<file path="src/rtl/n101_uart_icb_arbiter.sv">
// Two-master ICB arbiter in front of the UART slave port.
// Round-robin grant, one outstanding transaction, response routing back to
// the issuing master, and a response watchdog that synthesises an error
// response when the slave never answers.
module n101_uart_icb_arbiter #(
  parameter int          AW      = 32,
  parameter int          TO_W    = 8,
  parameter logic [31:0] ERR_DAT = 32'hDEADBEEF
) (
  input  logic          clk,
  input  logic          rst_n,
  // master 0: core load/store path
  input  logic          m0_icb_cmd_valid,
  output logic          m0_icb_cmd_ready,
  input  logic [AW-1:0] m0_icb_cmd_addr,
  input  logic          m0_icb_cmd_read,
  input  logic [31:0]   m0_icb_cmd_wdata,
  output logic          m0_icb_rsp_valid,
  input  logic          m0_icb_rsp_ready,
  output logic [31:0]   m0_icb_rsp_rdata,
  output logic          m0_icb_rsp_err,
  // master 1: debug / boot-loader path
  input  logic          m1_icb_cmd_valid,
  output logic          m1_icb_cmd_ready,
  input  logic [AW-1:0] m1_icb_cmd_addr,
  input  logic          m1_icb_cmd_read,
  input  logic [31:0]   m1_icb_cmd_wdata,
  output logic          m1_icb_rsp_valid,
  input  logic          m1_icb_rsp_ready,
  output logic [31:0]   m1_icb_rsp_rdata,
  output logic          m1_icb_rsp_err,
  // shared UART slave port
  output logic          s_icb_cmd_valid,
  input  logic          s_icb_cmd_ready,
  output logic [AW-1:0] s_icb_cmd_addr,
  output logic          s_icb_cmd_read,
  output logic [31:0]   s_icb_cmd_wdata,
  input  logic          s_icb_rsp_valid,
  output logic          s_icb_rsp_ready,
  input  logic [31:0]   s_icb_rsp_rdata
);

  typedef enum logic [1:0] {IDLE, GRANT, CMD, RSP} state_t;

  localparam logic [TO_W-1:0] TIMER_ONE = {{(TO_W-1){1'b0}}, 1'b1};

  state_t          state, state_nxt;
  logic            owner, owner_nxt;
  logic            last, last_nxt;
  logic [TO_W-1:0] timer, timer_nxt;
  logic            to_pend, to_pend_nxt;

  // owner-selected views of the two masters
  logic            own_cmd_valid;
  logic            own_rsp_ready;
  logic            rsp_valid;
  logic [31:0]     rsp_rdata;
  logic            rsp_err;
  logic            cmd_ready;

  // Control state register; last resets to 1 so m0 wins the first contention.
  always_ff @(posedge clk or negedge rst_n) begin
    if (!rst_n) begin
      state   <= IDLE;
      owner   <= 1'b0;
      last    <= 1'b1;
      timer   <= '0;
      to_pend <= 1'b0;
    end else begin
      state   <= state_nxt;
      owner   <= owner_nxt;
      last    <= last_nxt;
      timer   <= timer_nxt;
      to_pend <= to_pend_nxt;
    end
  end

  // Next-state logic and the owner-side command/response view.
  always_comb begin
    state_nxt       = state;
    owner_nxt       = owner;
    last_nxt        = last;
    timer_nxt       = timer;
    to_pend_nxt     = to_pend;
    s_icb_cmd_valid = 1'b0;
    s_icb_cmd_addr  = '0;
    s_icb_cmd_read  = 1'b0;
    s_icb_cmd_wdata = '0;
    s_icb_rsp_ready = 1'b0;
    cmd_ready       = 1'b0;
    rsp_valid       = 1'b0;
    rsp_rdata       = '0;
    rsp_err         = 1'b0;

    own_cmd_valid = owner ? m1_icb_cmd_valid : m0_icb_cmd_valid;
    own_rsp_ready = owner ? m1_icb_rsp_ready : m0_icb_rsp_ready;

    case (state)
      IDLE: begin
        // Under contention the master that was not served last wins.
        if (m0_icb_cmd_valid || m1_icb_cmd_valid) begin
          owner_nxt = (m0_icb_cmd_valid && m1_icb_cmd_valid) ? ~last : m1_icb_cmd_valid;
          state_nxt = GRANT;
        end
      end
      GRANT, CMD: begin
        // Only the registered owner reaches the slave; no direct request path.
        s_icb_cmd_valid = own_cmd_valid;
        s_icb_cmd_addr  = owner ? m1_icb_cmd_addr  : m0_icb_cmd_addr;
        s_icb_cmd_read  = owner ? m1_icb_cmd_read  : m0_icb_cmd_read;
        s_icb_cmd_wdata = owner ? m1_icb_cmd_wdata : m0_icb_cmd_wdata;
        cmd_ready       = s_icb_cmd_ready;
        if (!own_cmd_valid) begin
          // Withdrawn request: back to IDLE without touching fairness history.
          state_nxt = IDLE;
        end else if (s_icb_cmd_ready) begin
          state_nxt = RSP;
          timer_nxt = '0;
        end else if (state == GRANT) begin
          state_nxt = CMD;
        end
      end
      RSP: begin
        if (to_pend) begin
          // Synthetic error response wins; any late UART response is drained.
          rsp_valid       = 1'b1;
          rsp_rdata       = ERR_DAT;
          rsp_err         = 1'b1;
          s_icb_rsp_ready = 1'b1;
          if (own_rsp_ready) begin
            to_pend_nxt = 1'b0;
            last_nxt    = owner;
            state_nxt   = IDLE;
          end
        end else begin
          rsp_valid       = s_icb_rsp_valid;
          rsp_rdata       = s_icb_rsp_rdata;
          s_icb_rsp_ready = own_rsp_ready;
          if (s_icb_rsp_valid && own_rsp_ready) begin
            last_nxt  = owner;
            state_nxt = IDLE;
          end else if (&timer) begin
            if (!s_icb_rsp_valid) begin
              to_pend_nxt = 1'b1;
            end
          end else begin
            timer_nxt = timer + TIMER_ONE;
          end
        end
      end
      default: state_nxt = IDLE;
    endcase
  end

  // Steer ready/response to the owner; the other master sees zeros.
  always_comb begin
    m0_icb_cmd_ready = cmd_ready & ~owner;
    m1_icb_cmd_ready = cmd_ready &  owner;
    m0_icb_rsp_valid = rsp_valid & ~owner;
    m1_icb_rsp_valid = rsp_valid &  owner;
    m0_icb_rsp_err   = rsp_err   & ~owner;
    m1_icb_rsp_err   = rsp_err   &  owner;
    m0_icb_rsp_rdata = owner ? 32'h0 : rsp_rdata;
    m1_icb_rsp_rdata = owner ? rsp_rdata : 32'h0;
  end

endmodule

</file>
<file path="config.mk">
export PLATFORM = sky130hd
export DESIGN_NAME = n101_uart_icb_arbiter
export DESIGN_NICKNAME = d
export VERILOG_FILES = /design/src/rtl/n101_uart_icb_arbiter.sv
export SDC_FILE = /design/constraint.sdc
export NUM_CORES = 1
export LEC_CHECK = 0
export BUFFER_PORTS_ARGS = -buffer_cell sky130_fd_sc_hd__buf_2
export CAP_MARGIN = 10
export CORE_AREA = 8 8 113 115
export CTS_CLUSTER_SIZE = 16
export DETAILED_ROUTE_END_ITERATION = 6
export DIE_AREA = 0 0 121 123
export PLACE_DENSITY = 0.64
export SYNTH_ARGS = -nofsm -noshare
export SYNTH_HDL_FRONTEND = slang
export SYNTH_SLANG_ARGS = --single-unit
</file>
<file path="constraint.sdc">
create_clock -name clk -period 2.3 [get_ports clk]
set_input_delay 0.115 -clock clk [delete_from_list [all_inputs] [get_ports clk]]
set_output_delay 0.115 -clock clk [all_outputs]
set_load 0.005 [all_outputs]
</file>
# [After elaboration in Yosys (flattened, before gate mapping)]
# Cells that the tools add are included.
[totals] register_bits=13 input_bits=170 word_cells=82
[op_classes] bitwise=8 n_addsub=1 reduce_logical=12 n_mux=43 n_eq_ne=13
[ops] cell="$mux 32" count=8
[ops] cell="$mux 8" count=5
[ops] cell="$mux 1" count=21
[ops] cell="$pmux 8 s2" count=1
[ops] cell="$mux 2" count=7
[ops] cell="$ne 2x2->1 const B" count=6
[ops] cell="$add 8x1->8 const B" count=1
[ops] cell="$reduce_and 8->1" count=1
[ops] cell="$and 1x1->1" count=6
[ops] cell="$ne 3x3->1 const B" count=2
[ops] cell="$pmux 2 s3" count=1
[ops] cell="$reduce_and 6->1" count=1
[ops] cell="$eq 2x2->1 const B" count=2
[ops] cell="$ne 4x4->1 const B" count=1
[ops] cell="$reduce_and 4->1" count=1
[ops] cell="$reduce_bool 2->1" count=2
[ops] cell="$reduce_and 3->1" count=1
[ops] cell="$eq 2x1->1 const B" count=1
[ops] cell="$logic_and 1x1->1" count=2
[ops] cell="$logic_not 2->1" count=1
[ops] cell="$ne 2x1->1 const B" count=1
[ops] cell="$not 1->1" count=2
[ops] cell="$reduce_and 2->1" count=1
[ops] cell="$reduce_or 2->1" count=1
[ops] cell="$logic_or 1x1->1" count=1

# [Longest topological paths before layout]
# Gate-level depths: netlist (run 1).
[depth] word_depth=5 depth_mapped=8 mapped_depth_nobuf=6

# [Worst setup path after synthesis (run 1)]
# No wires, ideal clock.
[synth_path] path_type="register -> register" startpoint="reg state[1]" endpoint="reg timer[0]" stages_incl_launch_ff=9 synth_period_minus_slack_ns=2.172 setup_ns=0.125 path_slack_ns=0.128 t_required_ns=2.175 t_arrival_ns=2.047 cell_sequence="dfrtp_1 > inv_1 > ha_1 > nor2_1 > a311o_1 > buf_2 > or3_1 > buf_2 > mux2_4"
[synth_between] elab_chain_cells=4 word_cells_on_any_way=12 cone_classes="8 x eq/ne; 1 x mux; 3 x reduce/logical"
[synth_rtl] item="from (decl)" line="47" text="state_t state, state_nxt;"
[synth_rtl] item="from (signal assigned)" line="70" text="state <= state_nxt;"
[synth_rtl] item="$eq 2x1->1 or $eq 2x2->1 (tied branches)" line="98" text="case (state)"
[synth_rtl] item="$reduce_or 2->1" line="98"
[synth_rtl] item="$ne 2x2->1 (no source line) or $reduce_bool 2->1 (tied branches)"
[synth_rtl] item="$reduce_and 6->1 (no source line)"
[synth_rtl] item="to (signal assigned)" line="73" text="timer <= timer_nxt;"
[synth_rtl] item="to (decl)" line="50" text="logic [TO_W-1:0] timer, timer_nxt;"
# Several ways; a longest one is shown, not always the timed one.
# A chain may end at the register's enable or synchronous reset.

# [Final worst setup path (run 1)]
[layout_path] startpoint="reg owner" endpoint="reg timer[0]"
[layout_between] elab_chain_cells=4 word_cells_on_any_way=6 cone_classes="2 x eq/ne; 2 x mux; 2 x reduce/logical"
[layout_rtl] item="from (decl)" line="48" text="logic owner, owner_nxt;"
[layout_rtl] item="from (signal assigned)" line="71" text="owner <= owner_nxt;"
[layout_rtl] item="$mux 1" line="96" text="own_rsp_ready = owner ? m1_icb_rsp_ready : m0_icb_rsp_ready;"
[layout_rtl] item="$logic_and 1x1->1" line="139" text="if (s_icb_rsp_valid && own_rsp_ready) begin"
[layout_rtl] item="$ne 2x2->1 (no source line)"
[layout_rtl] item="$reduce_and 6->1 (no source line) (*)"
# Mark *: on every way between the ends. The rest lies on a longest branch, timed or not.

==> summary.txt, run 1 <==
Status
  – Status: complete, no violations

Power
  – Switching share of power: 44.7%
  – Sequential share of power: 8.0%
  – Pint: 2.07 mW
  – Power Dens Cells: 893 nW/um2
  – Leakage: 2.58 nW
  – Power share of the combinational group: 83.0%
  – Clock power share: 9.0%
  – Worst vdd ir: 0.000479 V
  – Psw: 1.67 mW

STA
  – Fin. max-slew vios: 0
  – TNS Setup: 0 ns
  – Worst slew pin tran: 0.528 ns
  – Slew HR: 64.8%
  – Max Clock Skew: 0.00718 ns
  – Final worst path period share: 92.2%
  – Final setup vio count: 0
  – Post-layout min period: 2.12 ns
  – Final hold vios: 0
  – RSZ-0062 raised after global routing: no
  – Fmax: 471 MHz

Route
  – Initial DRC count: 118
  – DRC viols: 0
  – Vias: 3412
  – Final wirelength: 11900 um
  – Drt first pass iters: 4
  – Post-DR wirelength/cell: 15.2 um
  – Top layer in use: met4
  – Met3 routed wirelength: 1550 um
  – Met2 Wirelength: 5930 um
  – DR vias/cell: 4.37
  – Met1 WL: 4330 um
  – Antenna Nets Post-Route: 0

Global route
  – Initial antenna violation count: 0
  – GRT Util Overall: 13.8%
  – First-pass GRT wire length: 17000 um
  – Number of global-route vias before repair: 3398
  – Pin count of the biggest net entering global routing: 74
  – GR Overflow Total: 0

Floorplanning
  – Die area: 14900 um2
  – Starting Density: 21.8%
  – Die height: 123 um
  – Die width: 121 um
  – Core area: 11100 um2
  – # rows: 39
  – Top-Level Pins: 307

Clocking
  – Clk slew on worst S/H paths: 0.05 ns
  – Clock sink count: 13
  – CTS resizes: 0
  – Clock latency on the worst-skew pair: 0.25 ns
  – Clock buffer depth: 2
  – Total number of H-tree levels: 1
  – Total CTS buffers: 3
  – Postcts setup bufs: 0
  – CTS Root Cell: clkbuf_16
  – TritonCTS clock tree: yes

Layout
  – Net count, final: 813
  – Final core occ: 37.9%
  – # diodes: 0
  – P&R area growth vs syn: 73.7%
  – Layout cell share with drive strength beyond 1: 50.9%
  – Final cell count without fillers: 780

Critical path
  – Worst path cell trace: mux2_4 > a311o_1 > or3_1 > mux2_4
  – Critical path depth: 4
  – Worst reg2reg path endpoint: timer[0]
  – Crit Path Category: flop to flop
  – Worst path slowest cell: dfrtp_4
  – Crit path top cell by count: mux2_4
  – Worst Setup Start Kind: flop
  – Bufs and invs on worst path: 0
  – CP top delay family: multiplexers
  – Critical Path RT: 2.43 ns
  – Worst reg-to-reg path cell count: 4
  – Crit end category: flop
  – Origin of the critical flop-to-flop path: owner
  – Reg-to-reg setup timing slack: 0.18 ns
  – Slowest cell delay on critical path: 0.50 ns
  – Crit path launch: owner
  – Worst Path Arrival: 2.25 ns
  – Worst-path fanout max: 6
  – CP endpoint: timer[0]

Logic synthesis
  – Synth area leaders: mux2i_1, nor2b_1, nor2_1
  – Warnings, synthesis: 0
  – Post-synth ARST share: 100%
  – Synth area leader: mux2i_1
  – Main synth FF type: dfrtp_1
  – Post-synth top cells: nor2_1, nor2b_1, mux2i_1
  – Synthesized cell area: 2410 um2
  – Cell variety after synth: 34
  – Post-synth EDFFs: 0
  – FF+latch count, synth: 13
  – Mean Syn Cell Area: 7.02 um2
  – Net count after synthesis: 519
  – Most common cell in the netlist: nor2_1
  – Post-synthesis sequential area ratio: 13.5%
  – Mapped Cells: 344
  – Top cell type's share of synthesized area: 27.4%

Placement
  – Dpl cells: 775
  – Buffers on Ports: 306
  – DP Wirelength: 10200 um
  – Placer Congestion: 0.818

Min path
  – HP Class: input port to flop

Job
  – Max cap viols: 0
[layer usage]
metal,track usage [%],up-vias
met1,14.2,1475
met2,25.7,201
met3,6.39,6
met5,0,-
met4,1.64,0
li1,-,1730
[cells by family (layout without fill, tap and decap cells)]
logic type,after synthesis,count (layout),share of synthesized area [%]
mux,70,70,29.5
fa+ha+maj,5,5,2.59
compound gates,26,26,7.83
flops,13,13,13.5
simple gates,196,196,41.1
buf+inv,34,327,5.39
[worst reg2reg max path, cell delays in order (launching register included)]
cell	delay [ns]
dfrtp_4	0.50
mux2_4	0.33
a311o_1	0.37
or3_1	0.47
mux2_4	0.33
[power groups by stage]
stage | registers (mW) | logic, mW | clock network (mW)
6_report | 0.300 | 3.11 | 0.336
5_1_grt | 0.303 | 3.42 | 0.357
4_1_cts | 0.300 | 3.18 | 0.344
3_5_place_dp | 0.303 | 3.16 | 0
3_3_place_gp | 0.301 | 3.18 | 0
2_1_floorplan | 0.287 | 1.92 | 0
[sequential cells by signal, indices dropped and copies added, names as in the netlist]
register,flops
timer,8
last,1
state,2
to_pend,1
owner,1
[per-stage QoR]
step / hold slack [ns] / total power [mW] / worst slack [ns] / cell area [um2]
2_1_floorplan: -0.181 / 2.20 / 0.128 / 2410
3_3_place_gp: 0.0297 / 3.49 / 0.193 / 4100
3_5_place_dp: 0.0274 / 3.46 / 0.188 / 4100
4_1_cts: 0.142 / 3.82 / 0.180 / 4190
5_1_grt: 0.158 / 4.08 / 0.0742 / 4190
6_report: 0.147 / 3.74 / 0.179 / 4190
[worst min-delay path by stage]
stage / to / depth (start not counted) / slack, ns / start
final: last / 3 / 0.15 / m1_icb_rsp_ready
after global routing: owner / 2 / 0.16 / m1_icb_cmd_valid
after CTS: last / 3 / 0.14 / m1_icb_rsp_ready
after detailed placement: owner / 1 / 0.03 / rst_n
after global placement: timer[2] / 1 / 0.03 / rst_n
after floorplan: owner / 0 / -0.18 / rst_n
[repair_timing]
action,in CTS,in global routing
endpoints found under the setup margin,0,0
hold endpoints to repair,12,0
hold buffers,1,0
[area by class of cell]
cell class | instances | area [um2]
clock buffer | 4 | 78.8
timing repair buffer | 316 | 1620
sequential | 13 | 330
inverter | 7 | 26.3
tap | 143 | 179
fill | 1154 | 6880
multi-input combinational | 297 | 1960
[placed cells by master, fill, tap and decap left out, types with 4 or more instances in the layout]
| master | instances |
|---|---|
| and2_1 | 18 |
| mux2i_1 | 66 |
| nand3_1 | 4 |
| nand2_1 | 11 |
| o21ai_0 | 4 |
| nor2_1 | 81 |
| nor2b_1 | 71 |
| buf_4 | 8 |
| dfrtp_1 | 11 |
| a21oi_1 | 4 |
| inv_1 | 7 |
| buf_2 | 306 |
| ha_1 | 5 |
(Power assumes the default switching activity.)
==> run 2: changes to the inputs <==
--- a/config.mk
+++ b/config.mk
@@ -11,7 +11,7 @@
 export CTS_CLUSTER_SIZE = 16
 export DETAILED_ROUTE_END_ITERATION = 6
 export DIE_AREA = 0 0 121 123
-export PLACE_DENSITY = 0.64
+export PLACE_DENSITY = 0.62
 export SYNTH_ARGS = -nofsm -noshare
 export SYNTH_HDL_FRONTEND = slang
 export SYNTH_SLANG_ARGS = --single-unit
==> constraint.sdc (replaced) <==
create_clock -name clk -period 2.6 [get_ports clk]
set_input_delay 0.13 -clock clk [delete_from_list [all_inputs] [get_ports clk]]
set_output_delay 0.13 -clock clk [all_outputs]
set_load 0.005 [all_outputs]
==> summary.txt, run 2 (synthesized netlist as in run 1, its figures left out) <==
STA
  – RSZ-0062 raised after global routing: no
  – Fin. max-slew vios: 0
  – Final setup vio count: 0
  – Final hold vios: 0
  – Final worst path period share: 89.5%
  – Post-layout min period: 2.33 ns
  – Slew HR: 47.0%
  – Fmax: 430 MHz
  – Worst slew pin tran: 0.794 ns
  – TNS Setup: 0 ns
  – Max Clock Skew: 0.00378 ns

Clocking
  – CTS resizes: 0
  – Clock latency on the worst-skew pair: 0.24 ns
  – Clock sink count: 13
  – Postcts setup bufs: 0
  – Clk slew on worst S/H paths: 0.04 ns
  – TritonCTS clock tree: yes
  – Clock buffer depth: 2
  – Total CTS buffers: 3
  – CTS Root Cell: clkbuf_16
  – Total number of H-tree levels: 1
  – CTS Hold Bufs: 1

Layout
  – Most frequent cells in the layout: buf_2, nor2_1, nor2b_1
  – Commonest non-fill, non-tap cell in the layout: buf_2
  – Top reg by flops: timer
  – Largest regs: timer (8), state (2)
  – Net count, final: 813
  – Register area: 330 um2
  – # diodes: 0
  – Layout cell share with drive strength beyond 1: 50.9%
  – Fillcell total: 1202
  – Max reg flops: 8
  – P&R area growth vs syn: 73.2%
  – Area occupied by multi-input gates: 1960 um2
  – Final cell count without fillers: 780
  – Final Cell Area: 4180 um2

Job
  – Max cap viols: 0

Status
  – Status: complete, no violations

Global route
  – Pin count of the biggest net entering global routing: 70
  – First-pass GRT wire length: 17600 um
  – Initial antenna violation count: 0
  – Number of global-route vias before repair: 3394
  – GRT Util Overall: 14.4%
  – GR Overflow Total: 0

Route
  – Post-DR wirelength/cell: 15.6 um
  – Initial DRC count: 138
  – Drt first pass iters: 4
  – Antenna Nets Post-Route: 0
  – DRC viols: 0
  – DR vias/cell: 4.38
  – Final wirelength: 12200 um
  – Vias: 3415

Critical path
  – Worst Setup Start Kind: flop
  – Worst-path fanout max: 48
  – CP top delay family: buffers and inverters
  – Critical Path RT: 2.47 ns
  – Worst reg2reg path endpoint: timer[0]
  – Crit end category: primary output
  – Worst Path Arrival: 2.20 ns
  – Crit path top cell by count: buf_4
  – Slowest cell delay on critical path: 0.68 ns
  – Worst path slowest cell: buf_4
  – Origin of the critical flop-to-flop path: state[1]
  – CP endpoint: s_icb_cmd_wdata[0]
  – Bufs and invs on worst path: 3
  – Reg-to-reg setup timing slack: 0.37 ns
  – Crit path launch: owner
  – Worst path cell trace: buf_4 > buf_4 > mux2i_1 > nor2b_1 > buf_2
  – Crit Path Category: flop to primary output
  – Critical path depth: 5
  – Worst reg-to-reg path cell count: 6

Floorplanning
  – Top-Level Pins: 307
  – # rows: 39
  – Die area: 14900 um2
  – Die height: 123 um
  – Core area: 11100 um2
  – Die width: 121 um
  – Starting Density: 21.8%

Placement
  – DP Wirelength: 10500 um
  – Cell area after placement: 4090 um2
  – Dpl cells: 775
  – Buffers on Ports: 306
  – Placer Congestion: 0.845

Power
  – Overall Power: 3.29 mW
  – Leakage: 2.58 nW
  – Power Dens Cells: 787 nW/um2
  – Worst vdd ir: 0.000409 V

Min path
  – HP Class: input port to flop
[run 2: through the flow]
stage	hold slack [ns]	setup WS (ns)	util (%)
2_1_floorplan	-0.166	0.428	-
3_3_place_gp	0.0475	0.414	36.9
3_5_place_dp	0.0487	0.381	36.9
4_1_cts	0.162	0.262	37.7
5_1_grt	0.193	0.104	37.7
6_report	0.166	0.272	37.7
[run 2: area by class of cell]
cell class | count | area share [%]
Clock buffer | 4 | 1.89
Multi-Input combinational cell | 297 | 46.8
Timing Repair Buffer | 316 | 38.5
Inverter | 7 | 0.629
Sequential cell | 13 | 7.90
Tap cell | 143 | 4.28
[run 2: power by group]
part | internal [mW] | total [mW] | leakage [nW] | switching, mW
Sequential | 0.237 | 0.257 | 0.171 | 0.0207
Clock | 0.207 | 0.295 | 0.0382 | 0.0874
Combinational | 1.36 | 2.74 | 2.37 | 1.37
Total | 1.81 | 3.29 | 2.58 | 1.48
[run 2: worst min-delay path by stage]
stage / slack, ns / depth (start not counted) / startpoint / to
floorplan: -0.17 / 0 / rst_n / owner
global placement: 0.05 / 1 / rst_n / owner
detailed placement: 0.05 / 1 / rst_n / owner
CTS: 0.16 / 3 / m1_icb_rsp_ready / last
global route: 0.19 / 3 / m1_icb_rsp_ready / last
finish: 0.17 / 3 / m1_icb_rsp_ready / last
[run 2: tightest hold or removal path, stage by stage]
cell,delay (ns)
buf_2,0.11
a21oi_1,0.11
nor2_1,0.05
[run 2: per-layer routing]
layer / part of all wire [%] / up-vias / GRT usage (%)
li1: - / 1736 / -
met1: 36 / 1467 / 14.8
met2: 50 / 206 / 26.7
met3: 14 / 6 / 6.44
met4: 0.92 / 0 / 2.34
met5: 0 / - / 0
==> run 3: changes to the inputs <==
--- a/config.mk
+++ b/config.mk
@@ -7,11 +7,13 @@
 export LEC_CHECK = 0
 export BUFFER_PORTS_ARGS = -buffer_cell sky130_fd_sc_hd__buf_2
 export CAP_MARGIN = 10
-export CORE_AREA = 8 8 113 115
+export CELL_PAD_IN_SITES_DETAIL_PLACEMENT = 0
+export CELL_PAD_IN_SITES_GLOBAL_PLACEMENT = 1
+export CORE_MARGIN = 8
+export CORE_UTILIZATION = 21
 export CTS_CLUSTER_SIZE = 16
 export DETAILED_ROUTE_END_ITERATION = 6
-export DIE_AREA = 0 0 121 123
-export PLACE_DENSITY = 0.62
+export PLACE_DENSITY = 0.9
 export SYNTH_ARGS = -nofsm -noshare
 export SYNTH_HDL_FRONTEND = slang
 export SYNTH_SLANG_ARGS = --single-unit
==> summary.txt, run 3 (synthesized netlist as in run 1, its figures left out) <==
Route
  – DR vias/cell: 4.36
  – Post-DR wirelength/cell: 15.2 um
  – Antenna Nets Post-Route: 0
  – Initial DRC count: 153
  – DRC viols: 0
  – Drt first pass iters: 4
  – Vias: 3399
  – Final wirelength: 11800 um

Clocking
  – CTS Root Cell: clkbuf_16
  – TritonCTS clock tree: yes
  – Clock sink count: 13
  – Total number of H-tree levels: 1
  – Total CTS buffers: 3
  – Clock buffer depth: 2
  – CTS resizes: 0
  – Clock latency on the worst-skew pair: 0.24 ns
  – Clk slew on worst S/H paths: 0.05 ns

Power
  – Power Dens Cells: 780 nW/um2
  – Leakage: 2.58 nW
  – Overall Power: 3.26 mW
  – Worst vdd ir: 0.000750 V

Critical path
  – Crit end category: primary output
  – Worst path cell trace: buf_4 > mux2i_1 > nor2b_1 > buf_2
  – Worst Setup Start Kind: flop
  – Worst path slowest cell: buf_4
  – Critical Path RT: 2.47 ns
  – Slowest cell delay on critical path: 0.77 ns
  – Worst Path Arrival: 2.20 ns
  – Worst-path fanout max: 64
  – Crit Path Category: flop to primary output

Placement
  – Buffers on Ports: 306
  – Placer Congestion: 0.786
  – Worst slack, placed: 0.301 ns
  – DP Wirelength: 10300 um
  – Dpl cells: 775

STA
  – Final worst path period share: 89.5%
  – TNS Setup: 0 ns
  – RSZ-0062 raised after global routing: no
  – Fin. max-slew vios: 0
  – Final setup vio count: 0
  – Fmax: 430 MHz
  – Slew HR: 31.6%
  – Worst slew pin tran: 1.03 ns
  – Setup WS post-layout: 0.272 ns
  – Max Clock Skew: 0.00116 ns
  – Post-layout min period: 2.33 ns
  – Final hold vios: 0
  – Hold slack: 0.164 ns

Floorplanning
  – Die width: 123 um
  – Starting Density: 21.3%
  – Die height: 123 um
  – # rows: 39
  – Die area: 15200 um2
  – Top-Level Pins: 307
  – Core area: 11300 um2

Layout
  – Net count, final: 813
  – Final cell count without fillers: 780
  – Commonest non-fill, non-tap cell in the layout: buf_2
  – Area occupied by multi-input gates: 1960 um2
  – Fillcell total: 1229
  – Layout cell share with drive strength beyond 1: 50.9%
  – # diodes: 0
  – Register area: 330 um2
  – Most frequent cells in the layout: buf_2, nor2_1, nor2b_1
  – P&R area growth vs syn: 73.2%
  – Max reg flops: 8
  – Top reg by flops: timer
  – Largest regs: timer (8), state (2)

Job
  – Max cap viols: 0

Global route
  – Initial antenna violation count: 0
  – GRT Util Overall: 13.2%
  – Number of global-route vias before repair: 3288
  – First-pass GRT wire length: 16600 um
  – GR Overflow Total: 0
  – Pin count of the biggest net entering global routing: 70

Min path
  – HP Class: input port to flop

Status
  – Status: complete, no violations
run 3: stage by stage:
stage / area (um2) / util, %
detailed placement: 4090 / 36.1
finish: 4180 / 36.9
global placement: 4090 / 36.1
floorplan: 2410 / -
CTS: 4180 / 36.9
global route: 4180 / 36.9
run 3: final cells by class:
type,count,area share (%)
Multi-Input combinational cell,297,46.8
Timing Repair Buffer,316,38.5
Sequential cell,13,7.90
Tap cell,143,4.28
Clock buffer,4,1.89
Inverter,7,0.629
run 3: final timing paths:
check,startpoint,to,slack [ns],cells after the start
hold / removal,m1_icb_rsp_ready,last,0.16,3
hold reg to reg,last,last,0.54,2
setup / recovery,owner,s_icb_cmd_addr[29],0.27,4
setup reg to reg,owner,timer[0],0.29,4
min in group asynchronous,rst_n,to_pend,0.32,2
max in group asynchronous,rst_n,last,2.00,2
run 3: timing repair:
item | CTS | global route
setup buffers | 0 | 0
hold buffers | 1 | 0
endpoints found under the hold margin | 12 | 0
run 3: routing by layer:
layer / vias to the layer above / GRT usage (%) / wire length, um
met1: 1479 / 14.8 / 4340
li1: 1729 / - / -
met2: 185 / 24.1 / 5990
met5: - / 0 / 0
met3: 6 / 4.47 / 1420
met4: 0 / 1.81 / 95
run 3: critical path, delay by kind of cell (launching register included):
kind	cells	cell delay, ns
buffers and inverters	2	0.91
flip-flops	1	0.50
multiplexers	1	0.36
AND/OR/NAND/NOR	1	0.09
run 3: power by group:
| part | internal [mW] | total (mW) | switching [mW] |
|---|---|---|---|
| logic | 1.37 | 2.68 | 1.32 |
| clock network | 0.207 | 0.295 | 0.0878 |
| registers | 0.237 | 0.283 | 0.0460 |
